<file path="src/rtl/if_stage.sv">
// Instruction-fetch stage (pre-IF and IF combined) of the 5-stage myCPU pipeline.
// Keeps the PC and requests the next instruction from a synchronous SRAM with
// 1-cycle read latency. Holds the returned word while decode stalls, and hands
// {pc, inst} to decode through a valid/allowin handshake. A taken branch from
// EXE redirects the PC and cancels the wrong-path instruction in IF.
module if_stage #(
   parameter logic [31:0] RESET_PC = 32'h1c000000
) (
   input  logic        clk,
   input  logic        reset,
   input  logic        ds_allowin,
   input  logic        br_taken,
   input  logic [31:0] br_target,
   output logic        inst_sram_en,
   output logic [3:0]  inst_sram_we,
   output logic [31:0] inst_sram_addr,
   output logic [31:0] inst_sram_wdata,
   input  logic [31:0] inst_sram_rdata,
   output logic        fs_to_ds_valid,
   output logic [31:0] fs_pc,
   output logic [31:0] fs_inst,
   output logic        fs_adef
);

   logic        fsValid_q;
   logic        fsValid_d;
   logic [31:0] fsPc_q;
   logic [31:0] fsPc_d;
   logic [31:0] instBuf_q;
   logic [31:0] instBuf_d;
   logic        instBufValid_q;
   logic        instBufValid_d;

   logic [31:0] seqPc;
   logic [31:0] nextPc;
   logic        fsAllowin;

   // The PC resets to one word before RESET_PC so the sequential path fetches RESET_PC first.
   localparam logic [31:0] PcBeforeReset = RESET_PC - 32'd4;

   // Next-PC selection, the handshake, and the SRAM request. IF is always ready to go, and a redirect always frees IF.
   always_comb begin
      seqPc           = fsPc_q + 32'd4;
      nextPc          = br_taken ? br_target : seqPc;
      fsAllowin       = ~fsValid_q | ds_allowin | br_taken;
      inst_sram_en    = fsAllowin & ~reset;
      inst_sram_we    = 4'b0000;
      inst_sram_addr  = nextPc;
      inst_sram_wdata = 32'b0;
      fs_to_ds_valid  = fsValid_q & ~br_taken;
      fs_pc           = fsPc_q;
      fs_inst         = instBufValid_q ? instBuf_q : inst_sram_rdata;
      fs_adef         = fsValid_q & (fsPc_q[1:0] != 2'b00);
   end

   // Next-state logic. The SRAM data is only valid in the cycle right after the request, so a stalled instruction is captured then. Moving on (handshake or redirect) drops the buffer, and that takes priority over capture.
   always_comb begin
      fsValid_d      = fsValid_q;
      fsPc_d         = fsPc_q;
      instBuf_d      = instBuf_q;
      instBufValid_d = instBufValid_q;
      if (fsAllowin) begin
         fsValid_d      = 1'b1;
         fsPc_d         = nextPc;
         instBufValid_d = 1'b0;
      end else if (fsValid_q & ~ds_allowin & ~br_taken & ~instBufValid_q) begin
         instBuf_d      = inst_sram_rdata;
         instBufValid_d = 1'b1;
      end
   end

   // State registers. Reset clears them immediately, even in the middle of a cycle.
   always_ff @(posedge clk or posedge reset) begin
      if (reset) begin
         fsValid_q      <= 1'b0;
         fsPc_q         <= PcBeforeReset;
         instBuf_q      <= 32'b0;
         instBufValid_q <= 1'b0;
      end else begin
         fsValid_q      <= fsValid_d;
         fsPc_q         <= fsPc_d;
         instBuf_q      <= instBuf_d;
         instBufValid_q <= instBufValid_d;
      end
   end

endmodule

</file>
<file path="config.mk">
export PLATFORM = sky130hd
export DESIGN_NAME = if_stage
export DESIGN_NICKNAME = d
export VERILOG_FILES = /design/src/rtl/if_stage.sv
export SDC_FILE = /design/constraint.sdc
export NUM_CORES = 1
export LEC_CHECK = 0
export CORE_UTILIZATION = 40
export DETAILED_ROUTE_END_ITERATION = 6
export DONT_BUFFER_PORTS = 1
export HOLD_SLACK_MARGIN = 0.15
export PLACE_DENSITY = 0.58
export SLEW_MARGIN = 10
export SYNTH_ARGS = -nofsm -noshare
export SYNTH_HDL_FRONTEND = slang
export SYNTH_SLANG_ARGS = --single-unit
</file>
<file path="constraint.sdc">
create_clock -name clk -period 5 [get_ports clk]
set_clock_uncertainty 0.15 [all_clocks]
set_input_delay 1 -clock clk [delete_from_list [all_inputs] [get_ports clk]]
set_output_delay 1 -clock clk [all_outputs]
set_load 0.02 [all_outputs]
</file>
# After elaboration in Yosys (flattened, before gate mapping)
# Cells that the tools add are included.
word_totals:
  reg_bits: 66
  output_inout_bits: 135
  elab_cells: 26
classes:
  n_reduce_logical: 3
  n_addsub: 1
  n_bitwise: 14
  muxes: 4
op_table:
  columns: ["operator", "n"]
  rows:
  - ["2-to-1 mux 32 bit", 2]
  - ["adder 32 x 3 -> 32 bit (second input constant)", 1]
  - ["bitwise AND 1 bit", 6]
  - ["inverter 1 bit", 6]
  - ["nonzero test 2 bit", 2]
  - ["2-to-1 mux 1 bit", 2]
  - ["OR 1 bit", 2]
  - ["AND reduction 2 bit", 1]

# Depth between registers and ports, before layout
# Gate-level depths: netlist of the first run.
logic_depth:
  ltp_word: 6
  depth_mapped: 7
  ltp_nobuf: 5

# Least setup slack after synthesis of the first run
# OpenSTA, ideal clock, no wires.
synth_path:
  kind: "in2out"
  from: "in br_taken"
  to: "out inst_sram_addr[17]"
  cell_stages: 5
  path_slack_ps: 1365
  required_time_ps: 3850
  arrival_time_ps: 2485
  n_path_buf: 3
  path_cell_list: "clkbuf_1 clkbuf_1 clkbuf_1 nor2_1 a311oi_1"
synth_between:
  elab_chain_len: 1
synth_rtl:
  columns: ["element", "line", "rtl"]
  rows:
  - ["start, declared", "12", "input logic br_taken,"]
  - ["2-to-1 mux 32 bit", "44", "nextPc = br_taken ? br_target : seqPc;"]
  - ["end, declared", "16", "output logic [31:0] inst_sram_addr,"]
# Every way passes these cells.

# Worst setup path after layout of the first run
layout_path:
  from: "reg fsPc_q[2], in the netlist fs_pc[2]"
  to: "out inst_sram_addr[26]"
layout_between:
  elab_chain_len: 2
layout_rtl:
  columns: ["element", "line", "rtl"]
  rows:
  - ["start, declared", "27", "logic [31:0] fsPc_q;"]
  - ["start signal, assigned", "76", "fsPc_q <= PcBeforeReset;"]
  - ["start signal, assigned", "81", "fsPc_q <= fsPc_d;"]
  - ["adder 32 x 3 -> 32 bit", "43", "seqPc = fsPc_q + 32'd4;"]
  - ["2-to-1 mux 32 bit", "44", null]
# Every way passes these cells.

==> results of run 1 <==
==> sequential cells by signal (all words and copies together), names as in the netlist <==
| register | count |
|---|---|
| instBuf_q | 32 |
| fs_pc | 32 |
| instBufValid_q | 1 |
| fsValid_q | 1 |
==> cell families after synthesis <==
| family | after synthesis | share of synthesized area |
|---|---|---|
| AND/OR/NAND/NOR | 165 | 0.207 |
| multiplexers | 78 | 0.186 |
| adder cells (fa/ha/maj) | 1 | 0.00265 |
| XOR/XNOR | 10 | 0.0185 |
| AO/OA/AOI/OAI | 77 | 0.116 |
| flip-flops | 66 | 0.356 |
| buffers and inverters | 79 | 0.112 |
| other | 2 | 0.00159 |
==> synth_stat cells (13+ instances only) <==
master	n	area (µm²)
dfrtp_1	40	1000
nor2_1	35	131
mux2_2	74	833
nand2_1	19	71.3
nor3_1	20	100
nand3_1	16	80.1
dfstp_2	26	683
a311oi_1	15	131
buf_4	42	315
a31oi_1	13	81.3
==> worst paths after layout <==
kind | startpoint | endpoint | slack, ps | depth (start not counted)
worst max-delay path | fs_pc[2]$_DFFE_PP1P_ | inst_sram_addr[26] | 880 | 5
worst min-delay path | instBuf_q[24]$_DFFE_PP0P_ | instBuf_q[24]$_DFFE_PP0P_ | 340 | 1
worst max register to register | fs_pc[2]$_DFFE_PP1P_ | fs_pc[18]$_DFFE_PP1P_ | 2450 | 5
worst min register to register | instBuf_q[24]$_DFFE_PP0P_ | instBuf_q[24]$_DFFE_PP0P_ | 340 | 1
max in group asynchronous | reset | instBuf_q[11]$_DFFE_PP0P_ | 3300 | 2
min in group asynchronous | reset | fs_pc[1]$_DFFE_PP0P_ | 390 | 1
==> stage by stage <==
step / std cells / cell area [µm²] / util / hold WS, ps
CTS: 607 / 4980 / 0.434 / 341
floorplan: 513 / 4860 / - / 302
finish: 607 / 4980 / 0.434 / 339
detailed placement: 591 / 4590 / 0.401 / 332
global placement: 591 / 4590 / 0.401 / 313
global route: 607 / 4980 / 0.434 / 355
==> final cells by class <==
type	count	area share
tap	143	0.0359
clock buffer	12	0.0535
clock inverter	4	0.0241
sequential	66	0.338
timing repair buffer	8	0.0121
inverter	6	0.00452
multi-input combinational	368	0.532
==> worst max-delay path, stage by stage, from the launching register on <==
cell and delay [ps]:
dfstp_2 630, ha_1 300, and3_1 420, nand3_4 240
or4_1 530, a31oi_1 520
==> metal layers <==
layer	track usage	vias up
met1	0.264	1789
met4	0.0613	0
met3	0.0552	22
li1	-	1686
met5	0	-
met2	0.322	198
==> power by group through the flow <==
stage               clock network [µW]  registers, µW  logic [µW]
floorplan                            0            734         383
global placement                     0            778         366
detailed placement                   0            785         374
CTS                                829            777         375
global route                       851            792         405
finish                             815            777         372
==> metrics.md, run 1 <==
| Metric | Value |
|---|---|
| CTS tree | `built` |
| Lkg Pwr | `0.00184 µW` |
| First-pass GRT wire length | `19,500 µm` |
| Power Density | `a little under 400 nW/µm²` |
| Die area | `~12,000 µm²` |
| Top sig layer | `met4` |
| Routability cong. | `slightly below 0.8` |
| H-tree levels | `3` |
| Warnings, synthesis | `0` |
| Combinational Power Share | `0.189` |
| Synthesized area | `4730 µm²` |
| Worst slew pin tran | `around 960 ps` |
| Chip height | `between 100 and 150 µm` |
| Clock latency on the worst-skew pair | `330 ps` |
| # Post-CTS Setup Buffers | `0` |
| Fill cells | `approximately 1,100` |
| Clock Sinks | `66` |
| P_int | `around 1400 µW` |
| Most common cell after layout, fill and taps aside | `mux2_2` |
| Area of the multi-input gates | `2650 µm²` |
| Endpoint type of the worst setup path | `output pin` |
| ANT nets after route | `0` |
| Sequential fraction of the synthesis area | `0.356` |
| Worst IR Drop VDD | `between 0.0002 and 0.00025 V` |
| Worst Setup Path Type | `reg -> out` |
| Post-synthesis async set-or-reset flop share | `1.00` |
| Clock buffer depth | `2` |
| NumNets Final | `about 530` |
| RSZ-0062 raised after global routing | `false` |
| Number of synthesized flops with an enable pin | `0` |
| Top_reg_cell synth | `dfrtp_1` |
| Fin. Hold Viols | `0` |
| Slew Viols, Final | `0` |
| Number of global-route vias before repair | `between 3,000 and 4,000` |
| Switching share of total power | `0.309` |
| Met3 Routed Length | `around 980 µm` |
| Port Buffer Count | `0` |
| Worst hold path type | `reg -> reg` |
| Final HPWL DP | `around 9000 µm` |
| # rows | `39` |
| WL per Instance | `~20 µm` |
| Clk network pwr share | `0.415` |
| Number of remaining DRC errors | `0` |
| P&R area growth vs syn | `5.32%` |
| Most frequent cells in the layout | `mux2_2 (74), dfrtp_1 (40), conb_1 (37)` |
| Worst Path Required | `approximately 3900 ps` |
| Drt pass-1 iters | `4` |
| Total power | `about 2000 µW` |
| Reg clk slew, reported paths | `60 ps` |
| Post-synthesis cell type count | `56` |
| Drt total wl | `about 12,000 µm` |
| P_sw | `607 µW` |
| Fmax | `243 MHz` |
| Resize count post-CTS | `0` |
| Ant. Diodes | `0` |
| Vias per inst | `a little over 6` |
| Period utilization | `0.823` |
| Cells after synthesis | `478` |
| Status | `complete, no violations` |
| Final Critical Period | `roughly 4100 ps` |
| Core box area | `11,500 µm²` |
| Final setup viols | `0` |
| Pin count of the biggest net entering global routing | `53` |
| Antenna violations before repair | `0` |
| Share of layout cells above drive strength 1 | `0.302` |
| Seq pwr share | `0.396` |
| Wl on met1 | `about 5300 µm` |
| Critical Path AT | `2970 ps` |
| PnR worst setup slack | `884 ps` |
| Setup_tns | `0 ps` |
| GRT Util Overall | `0.201` |
| Slew HR | `0.358` |
| Starting density of the core | `0.412` |
| Pre-CTS WS | `roughly 1200 ps` |
| Clock buffers created by TritonCTS | `9` |
| Max-Cap Viols | `0` |
| Drt initial violations | `roughly 240` |
| CTS Root Cell | `clkbuf_16` |
| DR vias | `3,695` |
| I/O Pins | `between 200 and 250` |
| Syn Area/Cell | `around 9.9 µm²` |
| Met2 WL post-DR | `5860 µm` |
| Grt total ovfl | `0` |
| Number of synthesized register bits | `66` |
| Register area | `about 1700 µm²` |
| Die X | `111 µm` |
| Nature of the critical path startpoint | `register` |
| Hold buffer count at CTS | `0` |
| Crit-path max FO | `17` |
Power figures use the tool's default switching activity.
==> run 2, diff against run 1 <==
==> constraint.sdc (replaced) <==
create_clock -name clk -period 3.9 [get_ports clk]
set_clock_uncertainty 0.15 [all_clocks]
set_input_delay 0.78 -clock clk [delete_from_list [all_inputs] [get_ports clk]]
set_output_delay 0.78 -clock clk [all_outputs]
set_load 0.02 [all_outputs]
==> run 2 against run 1 <==
Via count is 0.73% higher; power increased by 14%; worst hold slack worse by 19 ps; wire length up 0.31%; global-route usage grew 0.13 points; die area stayed put; critical path type unchanged; largest cell class unchanged; largest power group is now registers.
==> metrics.md, run 2 (same netlist as run 1, synthesis figures left out) <==
| Metric | Value |
|---|---|
| Hold buffer count at CTS | `0` |
| Post-route cell area | `5010 µm²` |
| Resize count post-CTS | `0` |
| DR vias | `around 3,700` |
| Worst hold path type | `in -> async` |
| Routability cong. | `between 0.8 and 0.9` |
| Port Buffer Count | `0` |
| Worst Setup Path Type | `reg -> out` |
| Vias per inst | `between 5 and 6` |
| Lkg Pwr | `around 0.0019 µW` |
| NumNets Final | `between 500 and 600` |
| Period utilization | `0.946` |
| Endpoint type of the worst setup path | `output pin` |
| Setup_tns | `0 ps` |
| Clock Sinks | `66` |
| Share of layout cells above drive strength 1 | `0.326` |
| Non-Filler Instances | `625` |
| GRT Util Overall | `0.202` |
| Starting density of the core | `0.412` |
| Number of global-route vias before repair | `around 3,600` |
| Drt pass-1 iters | `5` |
| Post-DP Area | `~4700 µm²` |
| Die X | `around 110 µm` |
| Worst slew pin tran | `~850 ps` |
| Clock latency on the worst-skew pair | `320 ps` |
| Placed Cells | `609` |
| Final Critical Period | `approximately 3700 ps` |
| Fill cells | `approximately 1,100` |
| RSZ-0062 raised after global routing | `false` |
| Critical Path AT | `about 2800 ps` |
| Reg clk slew, reported paths | `around 60 ps` |
| First-pass GRT wire length | `19,700 µm` |
| Drt total wl | `12,500 µm` |
| CTS tree | `built` |
| Final HPWL DP | `slightly above 9000 µm` |
| Most frequent cells in the layout | `mux2_2 (74), dfrtp_1 (40), conb_1 (37)` |
| Crit-path max FO | `12` |
| Slew Viols, Final | `0` |
| Pin count of the biggest net entering global routing | `53` |
| Antenna violations before repair | `1` |
| Fmax | `271 MHz` |
| Number of remaining DRC errors | `0` |
| Most common cell after layout, fill and taps aside | `mux2_2` |
| I/O Pins | `between 200 and 250` |
| Final setup viols | `0` |
| Clock buffer depth | `2` |
| ANT nets after route | `0` |
| Grt total ovfl | `0` |
| Max-Cap Viols | `0` |
| # rows | `39` |
| Slew HR | `0.429` |
| # Post-CTS Setup Buffers | `0` |
| Clock buffers created by TritonCTS | `9` |
| H-tree levels | `3` |
| Ant. Diodes | `0` |
| Worst Path Required | `between 2000 and 3000 ps` |
| Status | `complete, no violations` |
| Final core utilization | `0.437` |
| Chip height | `111 µm` |
| P&R area growth vs syn | `6.03%` |
| Die area | `roughly 12,000 µm²` |
| Core box area | `around 11,000 µm²` |
| Fin. Hold Viols | `0` |
| Power Density | `448 nW/µm²` |
| Drt initial violations | `~240` |
| CTS Root Cell | `clkbuf_16` |
| WL per Instance | `between 15 and 20 µm` |
| Worst IR Drop VDD | `0.000288 V` |
| Nature of the critical path startpoint | `register` |
| Total power | `about 2200 µW` |
[run 2: critical path: stages, from the launching register on]
cell and delay [ps]:
dfstp_2 680, nand3_1 320, nor4_4 740, a211oi_1 180
a311oi_1 310, buf_4 190
[run 2: power by group]
part | switching (µW) | internal [µW]
Combinational | 305 | 197
Sequential | 172 | 822
Clock | 304 | 444
Total | 782 | 1460
[run 2: final cells by class]
type	instances	area [µm²]	area share
multi-input cells	368	2650	0.528
flip-flops and latches	66	1680	0.336
clock buffers	11	243	0.0484
repair buffers	26	208	0.0414
well taps	143	179	0.0357
clock inverters	5	30.0	0.00599
inverters	6	22.5	0.00449
[run 2: final timing paths]
kind | from | to | slack, ps | cells past startpoint
min in group clk | instBuf_q[12]$_DFFE_PP0P_ | instBuf_q[12]$_DFFE_PP0P_ | 330 | 1
max | fs_pc[4]$_DFFE_PP1P_ | inst_sram_addr[23] | 210 | 5
max reg2reg | fs_pc[9]$_DFFE_PP1P_ | fs_pc[18]$_DFFE_PP1P_ | 1390 | 4
min reg2reg | instBuf_q[12]$_DFFE_PP0P_ | instBuf_q[12]$_DFFE_PP0P_ | 330 | 1
max in group asynchronous | reset | instBuf_q[30]$_DFFE_PP0P_ | 2380 | 2
min | reset | instBufValid_q$_DFFE_PP0P_ | 320 | 1
[run 2: layer usage]
layer | track usage | vias up | wire, µm
li1 | - | 1716 | -
met1 | 0.259 | 1806 | 5180
met2 | 0.328 | 186 | 6020
met3 | 0.0634 | 12 | 1140
met4 | 0.0569 | 2 | 135
met5 | 0 | - | 13
[run 2: through the flow]
step / setup slack, ps / hold WS, ps
after floorplan: 705 / 302
after global routing: 27.1 / 351
after global placement: 621 / 313
final: 211 / 320
after CTS: 214 / 336
after detailed placement: 573 / 324
==> run 3, diff against run 2 <==
--- a/config.mk
+++ b/config.mk
@@ -8,6 +8,7 @@
 export CORE_UTILIZATION = 40
 export DETAILED_ROUTE_END_ITERATION = 6
 export DONT_BUFFER_PORTS = 1
+export GPL_ROUTABILITY_DRIVEN = 0
 export HOLD_SLACK_MARGIN = 0.15
 export PLACE_DENSITY = 0.58
 export SLEW_MARGIN = 10
==> results of run 3 <==
Same layout as run 2: the final DEF is identical, and so are final timing and power.
